--- src/rtl/alu.sv ---
// 16-bit execute-stage ALU (ADD/SUB/AND/MVN) with live {Z,V,N} flags and a loadable flag register.
// Overflow detection is built only when ALU_OVF_EN is defined; otherwise V reads as 0.
module alu (
   input  logic        clk,
   input  logic        reset,
   input  logic [15:0] Ain,
   input  logic [15:0] Bin,
   input  logic [1:0]  ALUop,
   input  logic        loads,
   output logic [15:0] out,
   output logic [2:0]  status,
   output logic [2:0]  status_q
);

   localparam logic [1:0] OP_ADD = 2'b00;
   localparam logic [1:0] OP_SUB = 2'b01;
   localparam logic [1:0] OP_AND = 2'b10;
   localparam logic [1:0] OP_MVN = 2'b11;

   logic        is_sub;
   logic [15:0] b_opnd;
   logic [15:0] sum;
   logic [15:0] result;
   logic        ovf;
   logic [2:0]  flags_d;
   logic [2:0]  flags_q;

   // SUB shares the adder: Ain + ~Bin + 1; the carry-out is discarded.
   assign is_sub = (ALUop == OP_SUB);
   assign b_opnd = is_sub ? ~Bin : Bin;
   assign sum    = Ain + b_opnd + {15'd0, is_sub};

   always_comb begin
      result = sum;
      case (ALUop)
         OP_ADD:  result = sum;
         OP_SUB:  result = sum;
         OP_AND:  result = Ain & Bin;
         OP_MVN:  result = ~Bin;
         default: result = sum;
      endcase
   end

`ifdef ALU_OVF_EN
   always_comb begin
      ovf = 1'b0;
      if (ALUop == OP_ADD)
         ovf = (Ain[15] == Bin[15]) && (result[15] != Ain[15]);
      else if (ALUop == OP_SUB)
         ovf = (Ain[15] != Bin[15]) && (result[15] != Ain[15]);
   end
`else
   assign ovf = 1'b0;
`endif

   assign out     = result;
   assign status  = {(result == 16'd0), ovf, result[15]};
   assign flags_d = loads ? status : flags_q;

   always_ff @(posedge clk or posedge reset) begin
      if (reset)
         flags_q <= 3'b000;
      else
         flags_q <= flags_d;
   end

   assign status_q = flags_q;

endmodule

--- config.mk ---
export PLATFORM = sky130hd
export DESIGN_NAME = alu
export DESIGN_NICKNAME = d
export VERILOG_FILES = /design/src/rtl/alu.sv
export SDC_FILE = /design/constraint.sdc
export NUM_CORES = 1
export LEC_CHECK = 0
export ABC_AREA = 1
export CORE_ASPECT_RATIO = 1.5
export CORE_MARGIN = 5
export CORE_UTILIZATION = 45
export CTS_CLUSTER_SIZE = 30
export DETAILED_ROUTE_END_ITERATION = 6
export PLACE_DENSITY = 0.81
export SYNTH_ARGS = -nofsm -noshare
export SYNTH_HDL_FRONTEND = slang
export SYNTH_SLANG_ARGS = --single-unit
--- constraint.sdc ---
create_clock -name clk -period 10.4 [get_ports clk]
set_input_delay 3.12 -clock clk [delete_from_list [all_inputs] [get_ports clk]]
set_output_delay 3.12 -clock clk [all_outputs]
set_load 0.01 [all_outputs]
# Word-level counts from Yosys, hierarchy flattened
# Index checks and enable logic that the tools add are counted.
[totals]
ff_bits = 2
elab_cells = 13
inputBits = 37
output_inout_bits = 22
[classes]
n_eq_ne = 3
bitwise = 2
mux = 2
addsub = 2
n_reduce_logical = 3
[ops]
columns = ["operator", "count"]
rows = [
  ["$pmux W16 S3", 1],
  ["$add A16 B1 Y16", 1],
  ["$add A16 B16 Y16", 1],
  ["$and A16 B16 Y16", 1],
  ["$logic_not A16 Y1", 1],
  ["$mux W16", 1],
  ["$not A16 Y16", 1],
  ["$eq A2 B2 Y1 const B", 2],
  ["$eq A2 B1 Y1 const B", 1],
  ["$logic_not A2 Y1", 1],
  ["$reduce_or A2 Y1", 1],
]

# Depth between registers and ports, before layout
[logic_depth]
depth_word = 6
mapped_depth = 20
ltp_nobuf = 19

# Least setup slack after synthesis
# No wires, ideal clock.
[synth_path]
path_kind = "input to output"
start = "input ALUop[1]"
end = "output status[2]"
path_slack_ps = 2130
arrival_ps = 5150
required_ps = 7280
path_buffers = 1
path_stages = 17
cell_sequence = "inv_2 nand2_4 buf_2 xnor2_1 ha_1 inv_1 nor3_1 and2_1 nand2_1 nand2_1 nand2_1 nand3_1 nand2_1 nor2_1 nand2_1 nor2_2 and2_1"
[synth_between]
elab_chain_cells = 6
elab_cells_between_ends = 10
[synth_lines]
columns = ["element", "line", "rtl"]
rows = [
  ["from (decl)", "8", "input logic [1:0] ALUop,"],
  ["$eq A2 B1 Y1", "29, 35", ""],
  ["$mux W16", "30", "assign b_opnd = is_sub ? ~Bin : Bin;"],
  ["$add A16 B16 Y16", "31", "assign sum = Ain + b_opnd + {15'd0, is_sub};"],
  ["$add A16 B1 Y16", "31", ""],
  ["$pmux W16 S3 *", "35", "case (ALUop)"],
  ["named net out[14]", "10", "output logic [15:0] out,"],
  ["$logic_not A16 Y1 *", "57", "assign status = {(result == 16'd0), ovf, result[15]};"],
  ["to (decl)", "11", "output logic [2:0] status,"],
]
# The timed path passes the listed nets; every way through them passes the cells marked *.

# Worst setup path after layout
[layout_path]
start = "input ALUop[1]"
end = "output status[2]"
[layout_between]
elab_chain_cells = 6
elab_cells_between_ends = 10
[layout_lines]
columns = ["element", "line"]
rows = [
  ["$eq A2 B1 Y1", "29, 35"],
  ["$mux W16", "30"],
  ["$add A16 B16 Y16", "31"],
  ["$add A16 B1 Y16", "31"],
  ["$pmux W16 S3 *", "35"],
  ["$logic_not A16 Y1 *", "57"],
]
# Mark *: on every way between the ends. The rest lies on a longest branch, timed or not.

==> impl_summary.log <==
INFO  metric outcome = finished clean
INFO  metric critPathKind = in -> out
INFO  metric clock_path_buffers = 2
INFO  metric layout_min_cycle_time = 9.81 ns
INFO  metric avgRoutedWirePerCell = 12.2 um
INFO  metric grt_pass1_vias = 1956
INFO  metric detailedRoute.firstIterationViolations = 44
INFO  metric grt_antenna_before_repair = 0
INFO  metric synth_area = 1570 um2
INFO  metric die_w = 58.2 um
INFO  metric post_route_cells_drive_above_1_share = 4.72%
INFO  metric globalRouteOverflowTotal = 0
INFO  metric final_util = 64.5%
INFO  metric row_count = 26
INFO  metric post_cts_resized = 0
INFO  metric yosysMostFrequentCell = nand2_1
INFO  metric synth.distinct_cells = 29
INFO  metric clock_tree.root_cell = clkbuf_8
INFO  metric fp.dieH = 82.3 um
INFO  metric critical_path_required = 7.28 ns
INFO  metric remaining_routing_drc_violations = 0
INFO  metric power_leakage = 1.12 nW
INFO  metric antenna_cells = 0
INFO  metric cts_hold_repair.buffers = 0
INFO  metric worst_ep_arrival_time = 6.69 ns
INFO  metric drt-vias-per-instance = 5.27
INFO  metric first_pass_grt_wire_length = 7.68 mm
INFO  metric drtAntennaViolNets = 0
INFO  metric netlist_instances = 286
INFO  metric number_of_flops_mapped_to_enable_cells_by_yosys = 0
INFO  metric grt_max_degree = 17
INFO  metric die_area = 4790 um2
INFO  metric final_design_area_no_fill = 2180 um2
INFO  metric critPathLaunchType = primary input
INFO  metric min_delay_path_depth = 2
INFO  metric cts.htree.levels = 1
INFO  metric gpl_congestion = 0.869
INFO  metric hpwlAfterDp = 3.80 mm
INFO  metric detailroute.via_count = 2006
INFO  metric post-synth-top-area-fraction = 18.9%
INFO  metric tightestPinTransition = 0.625 ns
INFO  metric rsz0062_at_grt = false
INFO  metric synth_top_area_cell = nand2_1
INFO  metric nets = 396
INFO  metric slew_headroom = 58.2%
INFO  metric timing.final.setup_violations = 0
INFO  metric clock_pin_slew_of_the_registers_on_the_worst_case_setup_and_hold_paths = 0.03 ns
INFO  metric pwr_density_cell = 87.4 nW/um2
INFO  metric detail_route.wirelength = 4.65 mm
INFO  metric design.portCount = 59
INFO  metric asyncSetResetFlopFracSynth = 100%
INFO  metric netlist_top_cells_area = nand2_1 (19%), ha_1 (14%), nand3_1 (11%)
INFO  metric dpl-instance-area = 2140 um2
INFO  metric r2r_setup_slack = 9.74 ns
INFO  metric track_usage = 19.9%
INFO  metric finalClockSkew = 0 ns
INFO  metric synth_ff_type = dfrtp_1
INFO  metric worstHoldPathType = reg -> reg
INFO  metric core = 3380 um2
INFO  metric io_buffer_count = 56
INFO  metric clk_sink_count = 2
INFO  metric share_clk_of_total_power = 15.7%
INFO  metric maxCapViolCount = 0
INFO  metric peak_ir_drop_on_the_vdd_network = 0.0000870 V
INFO  metric ys_ff_latch = 2
INFO  metric fin_tns_setup = 0 ns
INFO  metric final-max-slew-violation-count = 0
INFO  metric largest_register_ff_count = 2
INFO  metric synthesis.area_per_instance = 5.49 um2
INFO  metric final-hold-violation-count = 0
INFO  metric initial_utilization = 46.4%
INFO  metric path_max_fanout = 16
INFO  metric worst_setup_path_end_kind = output port
INFO  metric post_cts.repair.setup_buffers = 0
INFO  metric areaGrowthSynthToFinish = 39.2%
INFO  metric tritoncts = yes
INFO  metric internal = 0.000102 W
INFO  metric cts_inserted_buffers = 3
INFO  metric synth_top_cells_by_count = nand2_1 (79), inv_1 (40), nand3_1 (34)
INFO  metric pwr-share-seq = 4.6%
INFO  metric max_clock_freq = 0.102 GHz
INFO  metric netSwitchingFraction = 46.3%
INFO  metric synth_seq_area_share = 3.19%
INFO  metric rr_worst_depth = 2
INFO  metric firstDrtPassIters = 4
INFO  metric fin_crit_sh = 94.3%
INFO  metric insertion_delay = 0.20 ns
INFO  metric p_comb_share = 79.6%
INFO  metric p_switching = 0.0000883 W
INFO  metric num-fill-cells = 356
INFO  metric yosys_warnings = 0
cells by family (layout without fill, tap and decap cells):
logic type / count (synthesis) / after routing / synth area share, %
fa+ha+maj: 18 / 18 / 14.8
flops: 2 / 2 / 3.19
xor+xnor: 16 / 16 / 8.93
simple gates: 164 / 164 / 47.0
compound gates: 37 / 37 / 13.2
buf+inv: 48 / 100 / 12.6
other cells: 1 / 2 / 0.239
layout make-up:
cell class	count	area (um2)	area share (%)
tap	42	52.6	2.41
sequential	2	50.0	2.29
clock buffer	3	41.3	1.89
multi-input combinational	237	1330	60.7
inverter	41	154	7.05
timing repair buffer	56	561	25.7
per-stage QoR:
stage	worst slack [ns]	total power, W	cells	hold WS, ns
after detailed placement	0.599	0.000160	378	0.479
final	0.592	0.000191	381	0.483
after global routing	0.240	0.000210	381	0.518
after floorplan	2.13	0.000102	287	0.511
after CTS	0.585	0.000192	381	0.483
after global placement	0.670	0.000159	378	0.476
final timing paths:
kind                                         start                 endpoint
setup / recovery                          ALUop[1]                status[2]
hold / removal             status_q[2]$_DFFE_PP0P_  status_q[2]$_DFFE_PP0P_
setup reg to reg           status_q[0]$_DFFE_PP0P_  status_q[0]$_DFFE_PP0P_
hold reg to reg            status_q[2]$_DFFE_PP0P_  status_q[2]$_DFFE_PP0P_
max in group asynchronous                    reset  status_q[0]$_DFFE_PP0P_
min in group asynchronous                    reset  status_q[2]$_DFFE_PP0P_
placed cells by master (no fill, tap or decap), types with 2 or more instances in the layout:
master,Yosys,routed
nand2_1,79,79
clkdlybuf4s50_1,0,56
inv_1,40,40
nand3_1,34,34
nor2_1,29,29
a21oi_1,17,17
ha_1,17,17
xnor2_1,15,15
a31oi_1,13,13
o21ai_0,5,5
nand2_2,4,4
nand3b_1,4,4
and2_1,3,3
clkbuf_8,0,3
nor3_1,2,2
nand2_4,2,2
nand3_2,2,2
nor2_2,2,2
conb_1,1,2
dfrtp_1,2,2
critical path, stage by stage:
cell and delay [ns]:
clkdlybuf4s50_1 0.48, inv_2 0.31, nand2_4 0.27, xnor2_1 0.31
fa_1 0.46, or2_2 0.30, nand3_1 0.10, nand3_1 0.07
nor2_1 0.09, nand2_1 0.06, nor2_1 0.10, nand3_1 0.07
nor2_1 0.12, nand2_1 0.07, nor2_2 0.09, and2_1 0.13
clkdlybuf4s50_1 0.53
power groups by stage:
stage               Clock (W)  Sequential (W)  Combinational [W]
floorplan                   0      0.00000918          0.0000932
global placement            0      0.00000892           0.000150
detailed placement          0      0.00000899           0.000151
CTS                 0.0000306      0.00000887           0.000152
global route        0.0000315      0.00000890           0.000170
finish              0.0000300      0.00000885           0.000152
per-layer routing:
layer | vias to the layer above | part of all wire [%] | global-route usage, %
met3 | 12 | 6.2 | 2.02
met2 | 75 | 53 | 42.9
met5 | - | 0 | 0
met4 | 0 | 2.7 | 6.73
met1 | 881 | 38 | 18.5
li1 | 1038 | - | -
(Power assumes the default switching activity.)
